## config.mk

```make
export PLATFORM = sky130hd
export DESIGN_NAME = alu_div_seq
export DESIGN_NICKNAME = d
export VERILOG_FILES = /design/src/rtl/alu_div_seq.sv
export SDC_FILE = /design/constraint.sdc
export NUM_CORES = 1
export LEC_CHECK = 0
export CAP_MARGIN = 15
export CORE_MARGIN = 1.5
export CORE_UTILIZATION = 40
export CTS_BUF_LIST = sky130_fd_sc_hd__clkbuf_4 sky130_fd_sc_hd__clkbuf_8 sky130_fd_sc_hd__clkbuf_16
export DETAILED_ROUTE_END_ITERATION = 10
export GPL_TIMING_DRIVEN = 0
export PLACE_DENSITY = 0.55
export RECOVER_POWER = 25
export SLEW_MARGIN = 20
export SYNTH_ARGS = -nofsm -noshare
export SYNTH_HDL_FRONTEND = slang
export SYNTH_SLANG_ARGS = --single-unit
export TNS_END_PERCENT = 1
```

## constraint.sdc

```tcl
create_clock -name i_clk -period 12.2 [get_ports i_clk]
set_clock_uncertainty 0.1 [all_clocks]
set_input_delay 2.44 -clock i_clk [delete_from_list [all_inputs] [get_ports i_clk]]
set_output_delay 2.44 -clock i_clk [all_outputs]
set_load 0.02 [all_outputs]
```

## src/rtl/alu_div_seq.sv

```systemverilog
// rtl/alu_div_seq.sv - multi-cycle radix-2 restoring divider for DIV/DIVU/REM/REMU (optional macro: DIV_EARLY_OUT_EN)
module alu_div_seq #(
   parameter int DATA_WIDTH = 32
) (
   input  logic                  i_clk,
   input  logic                  i_rst,
   input  logic                  i_kill,
   input  logic                  i_req_valid,
   output logic                  o_req_ready,
   input  logic [4:0]            i_req_op,
   input  logic [DATA_WIDTH-1:0] i_req_a,
   input  logic [DATA_WIDTH-1:0] i_req_b,
   output logic                  o_resp_valid,
   input  logic                  i_resp_ready,
   output logic [DATA_WIDTH-1:0] o_resp_result,
   output logic                  o_busy
);

   localparam logic [4:0] ALU_DIV  = 5'd16;
   localparam logic [4:0] ALU_DIVU = 5'd17;
   localparam logic [4:0] ALU_REM  = 5'd18;
   localparam logic [4:0] ALU_REMU = 5'd19;

   localparam int CW = $clog2(DATA_WIDTH + 1);
   localparam logic [DATA_WIDTH-1:0] MIN_INT = {1'b1, {(DATA_WIDTH-1){1'b0}}};

   typedef enum logic [1:0] {
      IDLE = 2'd0,
      CALC = 2'd1,
      DONE = 2'd2
   } state_t;

   state_t                r_state;
   state_t                w_state_nxt;
   logic [4:0]            r_op;
   logic [DATA_WIDTH-1:0] r_a;
   logic [DATA_WIDTH-1:0] r_b;
   logic [DATA_WIDTH-1:0] r_dvd;
   logic [DATA_WIDTH-1:0] r_rem;
   logic [CW-1:0]         r_cnt;
   logic [DATA_WIDTH-1:0] r_result;

   function automatic logic [DATA_WIDTH-1:0] f_abs(input logic [DATA_WIDTH-1:0] v, input logic s);
      return (s && v[DATA_WIDTH-1]) ? -v : v;
   endfunction

   // request-side decode: the dividend magnitude is loaded into the shift register at accept
   logic                  w_accept;
   logic                  w_in_signed;
   logic [DATA_WIDTH-1:0] w_in_abs_a;

   assign w_accept    = (r_state == IDLE) && i_req_valid && !i_kill;
   assign w_in_signed = (i_req_op == ALU_DIV) || (i_req_op == ALU_REM);
   assign w_in_abs_a  = f_abs(i_req_a, w_in_signed);

   // latched-operand decode, stable for the whole operation
   logic                  w_signed;
   logic                  w_is_rem;
   logic                  w_valid_op;
   logic                  w_b_zero;
   logic                  w_ovf;
   logic                  w_early;
   logic                  w_special;
   logic [DATA_WIDTH-1:0] w_special_res;
   logic [DATA_WIDTH-1:0] w_abs_b;

   assign w_signed   = (r_op == ALU_DIV) || (r_op == ALU_REM);
   assign w_is_rem   = (r_op == ALU_REM) || (r_op == ALU_REMU);
   assign w_valid_op = (r_op == ALU_DIV) || (r_op == ALU_DIVU) || w_is_rem;
   assign w_b_zero   = (r_b == '0);
   assign w_ovf      = w_signed && (r_a == MIN_INT) && (r_b == '1);
   assign w_abs_b    = f_abs(r_b, w_signed);

`ifdef DIV_EARLY_OUT_EN
   logic [DATA_WIDTH-1:0] w_abs_a;
   assign w_abs_a = f_abs(r_a, w_signed);
   assign w_early = (w_abs_b > w_abs_a);
`else
   assign w_early = 1'b0;
`endif

   assign w_special = !w_valid_op || w_b_zero || w_ovf || w_early;

   // results that bypass the iterative loop
   always_comb begin
      w_special_res = '0;
      if (!w_valid_op) begin
         w_special_res = '0;
      end else if (w_b_zero) begin
         w_special_res = w_is_rem ? r_a : '1;
      end else if (w_ovf) begin
         w_special_res = w_is_rem ? '0 : MIN_INT;
      end else if (w_early) begin
         w_special_res = w_is_rem ? r_a : '0;
      end
   end

   // one restoring step: shift in the next dividend bit, trial-subtract the divisor
   logic [DATA_WIDTH:0]   w_shift;
   logic [DATA_WIDTH+1:0] w_diff;
   logic                  w_neg;
   logic [DATA_WIDTH-1:0] w_rem_nxt;
   logic [DATA_WIDTH-1:0] w_q_nxt;
   logic [DATA_WIDTH-1:0] w_final;

   assign w_shift   = {r_rem, r_dvd[DATA_WIDTH-1]};
   assign w_diff    = {1'b0, w_shift} - {2'b00, w_abs_b};
   assign w_neg     = w_diff[DATA_WIDTH+1];
   assign w_rem_nxt = w_neg ? w_shift[DATA_WIDTH-1:0] : w_diff[DATA_WIDTH-1:0];
   assign w_q_nxt   = {r_dvd[DATA_WIDTH-2:0], ~w_neg};

   // sign fixup: quotient negative on differing signs, remainder follows the dividend
   always_comb begin
      w_final = '0;
      if (w_is_rem) begin
         w_final = (w_signed && r_a[DATA_WIDTH-1]) ? -w_rem_nxt : w_rem_nxt;
      end else begin
         w_final = (w_signed && (r_a[DATA_WIDTH-1] ^ r_b[DATA_WIDTH-1])) ? -w_q_nxt : w_q_nxt;
      end
   end

   // state register
   always_ff @(posedge i_clk) begin
      if (i_rst) begin
         r_state <= IDLE;
      end else begin
         r_state <= w_state_nxt;
      end
   end

   // next-state logic; kill forces IDLE from any state
   always_comb begin
      w_state_nxt = r_state;
      case (r_state)
         IDLE:    if (w_accept) w_state_nxt = CALC;
         CALC:    if (w_special || (r_cnt == CW'(1))) w_state_nxt = DONE;
         DONE:    if (i_resp_ready) w_state_nxt = IDLE;
         default: w_state_nxt = IDLE;
      endcase
      if (i_kill) begin
         w_state_nxt = IDLE;
      end
   end

   // operand latch, iteration registers and result register
   always_ff @(posedge i_clk) begin
      if (i_rst) begin
         r_op     <= '0;
         r_a      <= '0;
         r_b      <= '0;
         r_dvd    <= '0;
         r_rem    <= '0;
         r_cnt    <= '0;
         r_result <= '0;
      end else if (!i_kill) begin
         if (w_accept) begin
            r_op  <= i_req_op;
            r_a   <= i_req_a;
            r_b   <= i_req_b;
            r_dvd <= w_in_abs_a;
            r_rem <= '0;
            r_cnt <= CW'(DATA_WIDTH);
         end else if (r_state == CALC) begin
            if (w_special) begin
               r_result <= w_special_res;
            end else begin
               r_rem <= w_rem_nxt;
               r_dvd <= w_q_nxt;
               r_cnt <= r_cnt - CW'(1);
               if (r_cnt == CW'(1)) begin
                  r_result <= w_final;
               end
            end
         end
      end
   end

   assign o_req_ready   = (r_state == IDLE);
   assign o_resp_valid  = (r_state == DONE);
   assign o_busy        = (r_state != IDLE);
   assign o_resp_result = r_result;

endmodule

```

==> metrics.csv <==
metric,value,unit
status,"finished, final reports clean",
peakVddDrop,0.000105,V
grt_pass1_vias,12714,
total_power,1640,uW
yosys.area.top_type,dfxtp_1,
synth_top_cell_area_share,27.2,%
seq_area_frac_synth,27.2,%
cp.arrival,9.84,ns
maxCapViolations,0,
power.density,110,nW/um^2
hold_ws,0.372,ns
grt_max_degree,17,
tritoncts,yes,
slowest_delay,0.86,ns
routedWlPerCell,21.7,um
grt_first_pass_wirelength,77.1,mm
die_y,181,um
cts_hold_buf,0,
area_growth,17.7,%
synth-edff-count,0,
max_freq,0.104,GHz
synth.area.top_cells,"dfxtp_1 (27%), nand2_1 (9.6%), a21oi_1 (6.8%)",
crit_top_cell,clkbuf_1,
cts_max_level,4,
drive_above_1_share,4.56,%
period_share,78.6,%
synthesis.area,12700,sq um
utilization,47.7,%
synth_seq_cells,173,
hold_violations,0,
clock_path_buffers,2,
critPathMaxFanout,10,
setup_viol,0,
yosys_most_used_dff,dfxtp_1,
grt-ovfl-total,0,
track_usage,30.8,%
synthArstFlopShare,0,%
cts_setup_buffers,0,
finalSetupTns,0,ns
r2r_slack,2.61,ns
layout.nets,2031,
syn-num-nets,1903,
drc,0,
relSlewSlack,26.7,%
clock_latency,0.46,ns
cts_root_buffer,clkbuf_16,
dr.pass1.iters,6,
clk_pin_slew,0.07,ns
cp-start-kind,flip-flop,
drt_iter0_drc,1322,
wl,50.7,mm
antenna_found_initial,0,
ios,109,
grt_setup_unrepaired,false,
postCtsResizedCells,0,
port_buffers,108,
report.final.slew_viol_count,0,
setup_slack,2.61,ns
period_needed,9.59,ns
required,12.45,ns
dieArea,32900,sq um
netlist_instances,1789,
preCtsSetupSlack,3.03,ns
synth_warnings,0,
synth_most_common_cell,nand2_1,
crit_type,reg -> reg,
cp_slowest_cell,a2111oi_0,
ant_nets,0,
cp-end-kind,flip-flop,
synth_cell_types,85,
num_vias,13892,
tightest_slew,1.09,ns
cts_buffers,17,
hold_class,reg -> reg,
die_w,181,um
rows,65,
p_leak,0.00549,uW
dp_hpwl,40.4,mm
diodes,0,
drt-vias-per-instance,5.96,
num-fill-cells,3276,
numClockSinks,173,
gp_congestion,0.970,
initial_core_util,40.5,%
syn_area_per_cell,7.11,sq um
synth_commonest_cells,"nand2_1 (326), nor2_1 (180), a21oi_1 (173), dfxtp_1 (173), o21ai_0 (111)",
coreArea,31400,sq um
## sequential cells by signal (all words and copies together) (netlist names)
signal	flops
r_a	32
r_dvd	32
r_b	32
r_cnt	6
r_op	5
r_state	2
o_resp_result	32
r_rem	32
## metrics by stage
step                      std cells  instance area, sq um
after CTS                      2332                 15000
final                          2332                 15000
after detailed placement       2300                 14300
after floorplan                1789                 12700
after global placement         2299                 14300
after global routing           2332                 15000
## logic make-up (layout without fill, tap and decap cells)
logic type | after synthesis | count (layout) | synth area share [%]
xor+xnor | 131 | 131 | 9.02
flops | 173 | 173 | 27.2
fa+ha+maj | 40 | 40 | 3.99
simple gates | 747 | 747 | 27.2
compound gates | 527 | 527 | 26.1
buf+inv | 148 | 289 | 4.61
mux | 23 | 23 | 1.86
## critical path, delay by kind of cell (launching register included)
family          cells  cell delay, ns
buf+inv             6            1.89
fa+ha+maj           2            0.74
flops               1            0.35
simple gates       11            3.12
xor+xnor            1            0.54
compound gates      8            2.70
## routing by layer
layer	wire length, um	up-vias	global-route usage, %
met2	22200	498	47.6
met4	809	0	7.20
met3	3460	39	3.99
met5	0	-	0
li1	-	6670	-
met1	24300	6685	45.1
## layout by cell type, fill, tap and decap left out, drive strengths merged, types with 54 or more instances in the layout
cell type      netlist  routed
nand2              327     327
nor2               180     180
a21oi              175     175
dfxtp              173     173
o21ai              117     117
clkbuf              95     113
xnor2               81      81
clkdlybuf4s50        0      72
a31oi               58      58
nor3                54      54
## path summary, 6_finish.rpt
path,depth (start not counted),to,from
max reg2reg,28,o_resp_result[30],r_op[4]
min,2,r_a[6],r_a[6]
max,28,o_resp_result[30],r_op[4]
min reg2reg,2,r_a[6],r_a[6]
## power by group
part | total, uW | internal [uW] | switching [uW]
sequential | 616 | 586 | 29.9
combinational | 408 | 150 | 258
clock | 620 | 353 | 267
## cell type report
class	count	area [sq um]	area share, %
Multi-Input combinational cell	1468	8690	58.0
Sequential cell	173	3460	23.1
Timing Repair Buffer	109	1090	7.27
Tap cell	402	503	3.36
Buffer	118	474	3.17
Clock buffer	18	439	2.93
Clock inverter	14	204	1.36
Inverter	30	113	0.752
(Power assumes the default switching activity.)
